<file path="config.mk">
export PLATFORM = sky130hd
export DESIGN_NAME = serial_alu_seq_flat
export DESIGN_NICKNAME = d
export VERILOG_FILES = /design/src/rtl/serial_alu_seq_if.sv /design/src/rtl/serial_alu_seq.sv /design/src/flat_wrapper.sv
export SDC_FILE = /design/constraint.sdc
export NUM_CORES = 1
export LEC_CHECK = 0
export ABC_AREA = 0
export CORE_MARGIN = 2
export CORE_UTILIZATION = 35
export CTS_CLUSTER_SIZE = 14
export DETAILED_ROUTE_END_ITERATION = 10
export GPL_TIMING_DRIVEN = 0
export PLACE_DENSITY = 0.7
export SKIP_LAST_GASP = 1
export SYNTH_ARGS = -nofsm -noshare
export SYNTH_HDL_FRONTEND = slang
export SYNTH_SLANG_ARGS = --single-unit
</file>
<file path="constraint.sdc">
create_clock -name clk -period 2.13 [get_ports clk]
set_input_delay 0.213 -clock clk [delete_from_list [all_inputs] [get_ports clk]]
set_output_delay 0.213 -clock clk [all_outputs]
set_load 0.01 [all_outputs]
</file>
<file path="src/rtl/serial_alu_seq_if.sv">
// Request/response bundle for the nibble-serial ALU: operand/opcode request in,
// registered result plus flags out, each on its own valid/ready handshake.
interface serial_alu_seq_if #(
  parameter int unsigned WIDTH = 16
);
  logic             in_valid;
  logic             in_ready;
  logic [WIDTH-1:0] in_a;
  logic [WIDTH-1:0] in_b;
  logic [2:0]       in_op;
  logic             out_valid;
  logic             out_ready;
  logic [WIDTH-1:0] result;
  logic             cout;
  logic             overflow;
  logic             zero;

  modport master (
    output in_valid, in_a, in_b, in_op, out_ready,
    input  in_ready, out_valid, result, cout, overflow, zero
  );

  modport slave (
    input  in_valid, in_a, in_b, in_op, out_ready,
    output in_ready, out_valid, result, cout, overflow, zero
  );
endinterface

</file>
<file path="src/rtl/serial_alu_seq.sv">
// Wide-word ALU that walks a 4-bit datapath across the operands, LSB nibble
// first, rippling carry between nibbles through a registered carry flop.
module serial_alu_seq #(
  parameter int unsigned WIDTH = 16
) (
  input  logic            clk,
  input  logic            reset,
  serial_alu_seq_if.slave bus
);
  localparam int unsigned NIBBLES = WIDTH / 4;
  localparam int unsigned CNT_W   = (NIBBLES > 1) ? $clog2(NIBBLES) : 1;

  localparam logic [2:0] OP_AND = 3'b000;
  localparam logic [2:0] OP_OR  = 3'b001;
  localparam logic [2:0] OP_ADD = 3'b010;
  localparam logic [2:0] OP_SUB = 3'b110;
  localparam logic [2:0] OP_SLT = 3'b111;

  typedef enum logic [1:0] {
    S_IDLE = 2'd0,
    S_EXEC = 2'd1,
    S_DONE = 2'd2
  } state_e;

  state_e           state_q;
  logic [WIDTH-1:0] a_q;
  logic [WIDTH-1:0] b_q;
  logic [WIDTH-1:0] shadow_q;
  logic [WIDTH-1:0] result_q;
  logic [2:0]       op_q;
  logic [CNT_W-1:0] cnt_q;
  logic             carry_q;
  logic             in_ready_q;
  logic             out_valid_q;
  logic             cout_q;
  logic             overflow_q;
  logic             zero_q;

  logic [3:0]       a_nib;
  logic [3:0]       b_eff;
  logic [3:0]       res_nib;
  logic [4:0]       sum5;
  logic             is_arith;
  logic             ovf_raw;
  logic             last_nib;
  logic             carry_d;
  logic [WIDTH-1:0] shadow_d;
  logic [WIDTH-1:0] result_d;
  logic             cout_d;
  logic             overflow_d;
  logic             zero_d;

  // One nibble step; operand registers shift right so the active nibble is always [3:0].
  always_comb begin
    a_nib    = a_q[3:0];
    b_eff    = b_q[3:0] ^ {4{op_q[2]}};
    sum5     = {1'b0, a_nib} + {1'b0, b_eff} + 5'(carry_q);
    is_arith = (op_q == OP_ADD) || (op_q == OP_SUB) || (op_q == OP_SLT);
    res_nib  = 4'h0;
    case (op_q)
      OP_AND:                 res_nib = a_nib & b_q[3:0];
      OP_OR:                  res_nib = a_nib | b_q[3:0];
      OP_ADD, OP_SUB, OP_SLT: res_nib = sum5[3:0];
      default:                res_nib = 4'h0;
    endcase
    carry_d  = is_arith ? sum5[4] : carry_q;
    shadow_d = {res_nib, shadow_q[WIDTH-1:4]};
    ovf_raw  = (a_nib[3] == b_eff[3]) && (sum5[3] != a_nib[3]);
    last_nib = (cnt_q == CNT_W'(NIBBLES - 1));
  end

  // Final result and flags, only meaningful while the last nibble is in flight.
  always_comb begin
    result_d   = shadow_d;
    cout_d     = 1'b0;
    overflow_d = 1'b0;
    case (op_q)
      OP_ADD, OP_SUB: begin
        cout_d     = sum5[4];
        overflow_d = ovf_raw;
      end
      OP_SLT: begin
        result_d = WIDTH'(sum5[3] ^ ovf_raw);
        cout_d   = sum5[4];
      end
      OP_AND, OP_OR: result_d = shadow_d;
      default:       result_d = '0;
    endcase
    zero_d = (result_d == '0);
  end

  // Control FSM; visible outputs only move on the DONE entry edge.
  always_ff @(posedge clk or posedge reset) begin
    if (reset) begin
      state_q     <= S_IDLE;
      a_q         <= '0;
      b_q         <= '0;
      op_q        <= 3'b000;
      shadow_q    <= '0;
      result_q    <= '0;
      cnt_q       <= '0;
      carry_q     <= 1'b0;
      in_ready_q  <= 1'b1;
      out_valid_q <= 1'b0;
      cout_q      <= 1'b0;
      overflow_q  <= 1'b0;
      zero_q      <= 1'b0;
    end else begin
      case (state_q)
        S_IDLE: begin
          if (bus.in_valid && in_ready_q) begin
            a_q        <= bus.in_a;
            b_q        <= bus.in_b;
            op_q       <= bus.in_op;
            carry_q    <= bus.in_op[2];
            cnt_q      <= '0;
            in_ready_q <= 1'b0;
            state_q    <= S_EXEC;
          end
        end
        S_EXEC: begin
          a_q      <= a_q >> 4;
          b_q      <= b_q >> 4;
          shadow_q <= shadow_d;
          carry_q  <= carry_d;
          cnt_q    <= cnt_q + CNT_W'(1);
          if (last_nib) begin
            result_q    <= result_d;
            cout_q      <= cout_d;
            overflow_q  <= overflow_d;
            zero_q      <= zero_d;
            out_valid_q <= 1'b1;
            state_q     <= S_DONE;
          end
        end
        S_DONE: begin
          if (bus.out_ready) begin
            out_valid_q <= 1'b0;
            in_ready_q  <= 1'b1;
            state_q     <= S_IDLE;
          end
        end
        default: begin
          out_valid_q <= 1'b0;
          in_ready_q  <= 1'b1;
          state_q     <= S_IDLE;
        end
      endcase
    end
  end

  assign bus.in_ready  = in_ready_q;
  assign bus.out_valid = out_valid_q;
  assign bus.result    = result_q;
  assign bus.cout      = cout_q;
  assign bus.overflow  = overflow_q;
  assign bus.zero      = zero_q;

endmodule

</file>
<file path="src/flat_wrapper.sv">
// flat-port wrapper written by rule: the top's interface ports become plain ports
module serial_alu_seq_flat 
#(
  parameter int unsigned WIDTH = 16
)
  (clk, reset, bus_in_valid, bus_in_a, bus_in_b, bus_in_op, bus_out_ready, bus_in_ready, bus_out_valid, bus_result, bus_cout, bus_overflow, bus_zero);
  serial_alu_seq_if #(.WIDTH(WIDTH)) bus_i ();
  input  logic clk;
  input  logic reset;
  input wire logic [$bits(bus_i.in_valid)-1:0] bus_in_valid;
  input wire logic [$bits(bus_i.in_a)-1:0] bus_in_a;
  input wire logic [$bits(bus_i.in_b)-1:0] bus_in_b;
  input wire logic [$bits(bus_i.in_op)-1:0] bus_in_op;
  input wire logic [$bits(bus_i.out_ready)-1:0] bus_out_ready;
  output wire logic [$bits(bus_i.in_ready)-1:0] bus_in_ready;
  output wire logic [$bits(bus_i.out_valid)-1:0] bus_out_valid;
  output wire logic [$bits(bus_i.result)-1:0] bus_result;
  output wire logic [$bits(bus_i.cout)-1:0] bus_cout;
  output wire logic [$bits(bus_i.overflow)-1:0] bus_overflow;
  output wire logic [$bits(bus_i.zero)-1:0] bus_zero;
  assign bus_i.in_valid = bus_in_valid;
  assign bus_i.in_a = bus_in_a;
  assign bus_i.in_b = bus_in_b;
  assign bus_i.in_op = bus_in_op;
  assign bus_i.out_ready = bus_out_ready;
  assign bus_in_ready = bus_i.in_ready;
  assign bus_out_valid = bus_i.out_valid;
  assign bus_result = bus_i.result;
  assign bus_cout = bus_i.cout;
  assign bus_overflow = bus_i.overflow;
  assign bus_zero = bus_i.zero;
  serial_alu_seq #(.WIDTH(WIDTH)) u_core (.clk(clk), .reset(reset), .bus(bus_i));
endmodule
</file>
# ---- Yosys cells after proc, flatten, opt, wreduce, memory -nomap -nowiden
# Index checks and enable logic that the tools add are counted.
dict set report op_classes {
  addsub 3
  multipliers 0
  div_mod_pow 0
  n_lt_le_gt_ge 0
  eq_ne 13
  n_shift 0
  mux 23
  bitwise_logic 6
  reduce_logical 18
}
# op n
set ops {}
lappend ops {{16-bit case mux with 2 select lines} 3}
lappend ops {{16-bit two-way mux} 2}
lappend ops {{16-bit zero test} 1}
lappend ops {{4-bit case mux with 3 select lines} 1}
lappend ops {{3-bit AND reduction} 4}
lappend ops {{1-bit two-way mux} 8}
lappend ops {{2-bit two-way mux} 4}
lappend ops {{3-bit equality test, second input constant} 2}
lappend ops {{2-bit by 1-bit inequality test with 1-bit output, second input constant} 3}
lappend ops {{1-bit case mux with 3 select lines} 2}
lappend ops {{2-bit case mux with 3 select lines} 1}
lappend ops {{2-bit AND reduction} 3}
lappend ops {{4-bit by 4-bit adder with 5-bit output} 1}
lappend ops {{5-bit by 1-bit adder with 5-bit output} 1}
lappend ops {{4-bit bitwise AND} 1}
lappend ops {{2-bit equality test, second input constant} 2}
lappend ops {{4-bit bitwise OR} 1}
lappend ops {{2-bit case mux with 2 select lines} 1}
lappend ops {{4-bit OR reduction} 1}
lappend ops {{4-bit XOR} 1}
lappend ops {{3-bit by 1-bit equality test with 1-bit output, second input constant} 1}
lappend ops {{3-bit by 2-bit equality test with 1-bit output, second input constant} 1}
lappend ops {{3-bit zero test} 1}
lappend ops {{3-bit OR reduction} 1}
lappend ops {{13 further kinds} 16}
dict set report totals {
  reg_bits 77
  latchBits 0
  mem_bits_rw 0
  romBits 0
  n_memories 0
}

# ---- Logic depth before layout (Yosys ltp)
dict set report logic_depth {
  depth_word 8
  mapped_depth 9
  depth_no_buf 8
}

# ---- Worst setup path after synthesis
# Ideal clock, no wire load.
dict set report synth_path {
  path_kind {register to register}
  startpoint {register u_core.op_q[2]}
  endpoint {register u_core.result_q[15], in the netlist u_core.bus.result[15]}
  setup_time_ns 0.125
  arrival_time_ns 2.067
  path_slack_ns -0.061
  stages_incl_launch_ff 8
  period_less_slack_ns 2.191
  path_cell_list {dfrtp_1 buf_2 xor2_1 ha_1 and3b_1 or3_1 a31o_2 mux2_2}
}
dict set report synth_between {
  elab_chain_cells 5
  elab_cells_between_ends 12
}
# item line
set synth_lines {}
lappend synth_lines {{start: declaration} serial_alu_seq.sv:30} ;# logic [2:0] op_q;
lappend synth_lines {{start signal: assignment} serial_alu_seq.sv:114} ;# op_q <= bus.in_op;
lappend synth_lines {{4-bit XOR} serial_alu_seq.sv:56} ;# b_eff = b_q[3:0] ^ {4{op_q[2]}};
lappend synth_lines {{4-bit by 4-bit adder with 5-bit output} serial_alu_seq.sv:57} ;# sum5 = {1'b0, a_nib} + {1'b0, b_eff} + 5'(carry_q);
lappend synth_lines {{5-bit by 1-bit adder with 5-bit output} serial_alu_seq.sv:57}
lappend synth_lines {{4-bit case mux with 3 select lines} serial_alu_seq.sv:60} ;# case (op_q)
lappend synth_lines {{16-bit case mux with 2 select lines *} serial_alu_seq.sv:77} ;# case (op_q)
lappend synth_lines {{end signal: assignment} serial_alu_seq.sv:128} ;# result_q <= result_d;
lappend synth_lines {{end: declaration} serial_alu_seq.sv:29} ;# logic [WIDTH-1:0] result_q;
# Mark *: on every way between the ends. The rest lies on a longest branch, timed or not.
# A chain may end at the register's enable or synchronous reset.

# ---- Worst setup path in the final report
# Ends and elaborated chain as after synthesis.

==> results.yml <==
status:
  status: "finished, violations left"
  violations: "negative setup slack"
logic_synthesis:
  synth-edff-count: 0
  synthArstFlopShare_pct: 100.0
  syn_area_um2: 3411
  ys_ff_latch: 73
  ys_warn_count: 0
  seq_area_frac_synth_pct: 53.60
  netlist_instances: 338
  ys.flop_type: "dfrtp_1"
  mappedNetlistNets: 383
  synth_cell_types: 48
  avgSynthCellArea_um2: 10.09
setup_path:
  crit_chain: "buf_6, xor2_1, ha_1, and3b_2, or3_4, a31o_4, mux2_2"
  setup.worst_path.class: "reg2reg"
  cp_num_buf_inv: 1
  crit_required_ns: 2.38
  critical_path.max_fanout: 5
  critPathLaunchType: "flop"
  cp_slowest_cell: "dfrtp_1"
  cp_data_arrival_time_ns: 2.43
  critical-path-top-delay-family: "simple AND/OR/NAND/NOR gates"
  end_kind: "flop"
  critPathMaxStageDelay_ns: 0.38
sta:
  timing.fmax_mhz: 457.5
  slew_viol_final: 0
  rsz0062_at_grt: "true"
  period_minus_slack_ns: 2.186
  slew_headroom_pct: 40.47
  hold_viol: 0
  report.final.setup_viol: 1
  finClkSkew_ns: 0.01092
  hold_ws_ns: 0.3779
  worst-slew-pin-transition_ns: 0.8930
  setup_slack_ns: -0.05589
  fin_crit_sh_pct: 102.6
placement:
  post-place-cells: 530
  place_congestion: 0.8064
  portBuffers: 59
  dpl.hpwl_um: 5685
  placed_cell_area_um2: 4184
floorplanning:
  start_util_pct: 35.55
  dieHeight_um: 102.7
  io_pins: 60
  rows: 36
  die_w_um: 102.7
  dieArea_um2: 10550
  core_region_area_um2: 9594
final_layout:
  final_area_um2: 4497
  final_cells: 554
  drive_above_1_share_pct: 13.06
  final_cell_mix: "80 x nand2_1, 72 x dfrtp_1, 59 x clkdlybuf4s50_1, 45 x o21ai_0, 24 x mux2i_1"
  areaGrowthSynthToFinish_pct: 31.84
  fillers: 915
  nets: 461
  final_common_cell: "nand2_1"
  num_antenna_cells: 0
clock_network:
  cts_buffers: 9
  cts_tree: "built"
  path_clk_slew_ns: 0.08
  cts_root_buf: "clkbuf_8"
  cts_sinks: 73
  clockBufferDepth: 2
  htree_levels: 3
  insertion_delay_ns: 0.36
route:
  wl_per_cell_um: 14.49
  drc: 0
  drt_iter0_markers: 173
  dr_total_vias: 2766
  wirelength_um: 8027
  ant_nets: 0
  drtPass1Iterations: 5
  via_per_inst: 4.993
global_route:
  overflow: 0
  grtUsageTotal_pct: 16.15
  grt_start_max_net_pins: 74
  grt_pass1_vias: 2616
  antenna_found_initial: 0
  grt_pass1_wl_um: 13130
power_and_ir_drop:
  peakVddDrop_mv: 0.5388
  p_per_area_nw_per_um2: 1406
  combPwrFrac_pct: 45.8
  clockPowerShare_pct: 17.9
  pwr-share-seq_pct: 36.3
  leakage_uw: 0.001933
  p_int_uw: 3867
  power_switching_uw: 2456
  switching_share_pct: 38.84
job:
  drv_cap: 0
worst_hold_path:
  hp-class: "in2async"
[layer usage]
layer,global-route usage (%),part of all wire (%)
met2,26.24,50
met4,4.205,1.2
met1,20.90,43
met3,5.288,6.2
met5,0,0
[layout make-up]
cell class	instances	area (µm²)	area share [%]
sequential	73	1828	40.65
multi-input combinational	236	1509	33.56
timing repair buffer	67	650.6	14.47
tap	133	166.4	3.701
clock buffer	10	137.6	3.061
buffer	22	110.1	2.449
clock inverter	6	66.31	1.475
inverter	7	28.78	0.6400
[final timing paths]
path | slack, ns | startpoint | end | depth (start not counted)
max | -0.06 | u_core.op_q[2] | u_core.bus.result[15] | 7
min | 0.38 | reset | u_core.b_q[13] | 2
max reg2reg | -0.06 | u_core.op_q[2] | u_core.bus.result[15] | 7
min reg2reg | 0.48 | u_core.b_q[15] | u_core.b_q[11] | 2
max in group asynchronous | 1.16 | reset | u_core.op_q[1] | 2
min in group clk | 0.40 | bus_in_a[15] | u_core.a_q[15] | 3
[cell usage after synthesis, drive strengths merged, types with 2 or more instances]
master | number | area [µm²]
nor2b | 4 | 25.02
or4 | 3 | 22.52
nand2 | 80 | 300.3
buf | 12 | 66.31
a22o | 11 | 97.59
and3b | 2 | 17.52
mux2 | 3 | 33.78
a21boi | 2 | 15.02
a211oi | 2 | 15.01
dfrtp | 72 | 1802
a221oi | 3 | 26.28
xor2 | 5 | 43.79
inv | 7 | 26.28
a21oi | 4 | 20.02
mux2i | 24 | 240.2
clkbuf | 10 | 37.54
fa | 2 | 40.04
a21o | 2 | 15.01
maj3 | 3 | 30.03
ha | 4 | 50.05
nor2 | 13 | 48.80
o31ai | 2 | 20.02
a22oi | 3 | 22.52
nor3b | 2 | 15.01
o21ai | 46 | 230.2
[per-stage QoR]
step	TNS, ns	util, %	total power, µW	setup WS, ns
after CTS	-0.06376	46.52	6190	-0.05883
after detailed placement	-0.2510	43.61	4787	-0.09551
after global routing	-0.1842	46.87	6787	-0.1165
final	-0.05589	46.87	6323	-0.05589
after floorplan	0	-	3933	0.009531
after global placement	-79.43	43.58	4678	-1.099
[logic make-up (layout without fill, tap and decap cells)]
kind of cell	Yosys count	count (layout)	synth area share (%)
flip-flops	73	73	53.60
AND/OR/NAND/NOR	114	114	14.78
adder cells (fa/ha/maj)	9	9	3.522
AO/OA/AOI/OAI	80	80	14.71
XOR/XNOR	6	6	1.541
buffers and inverters	29	112	3.815
multiplexers	27	27	8.034
[power groups by stage]
stage / combinational, µW / clock (µW) / sequential (µW)
finish: 2900 / 1130 / 2300
global route: 3230 / 1200 / 2350
CTS: 2750 / 1150 / 2290
detailed placement: 2470 / 0 / 2320
global placement: 2390 / 0 / 2290
floorplan: 1680 / 0 / 2260
[state kept, by name (all words and copies together) (netlist names)]
name                  count
u_core.bus.overflow       1
u_core.state_q            2
u_core.bus.in_ready       1
u_core.carry_q            1
u_core.a_q               16
u_core.bus.cout           1
u_core.cnt_q              2
u_core.b_q               16
u_core.bus.result        16
u_core.bus.out_valid      1
u_core.shadow_q          12
u_core.bus.zero           1
u_core.op_q               3
[what timing repair did]
| action | 4_1_cts | 5_1_grt |
|---|---|---|
| buffers inserted | 7 | 1 |
| cloned | 0 | 0 |
| gates resized for setup | 7 | 4 |
| pin swaps | 7 | 7 |
| hold buffers | 0 | 0 |
| endpoints found under the setup margin | 3 | 5 |
No activity file was read; power rests on OpenSTA's default activity.
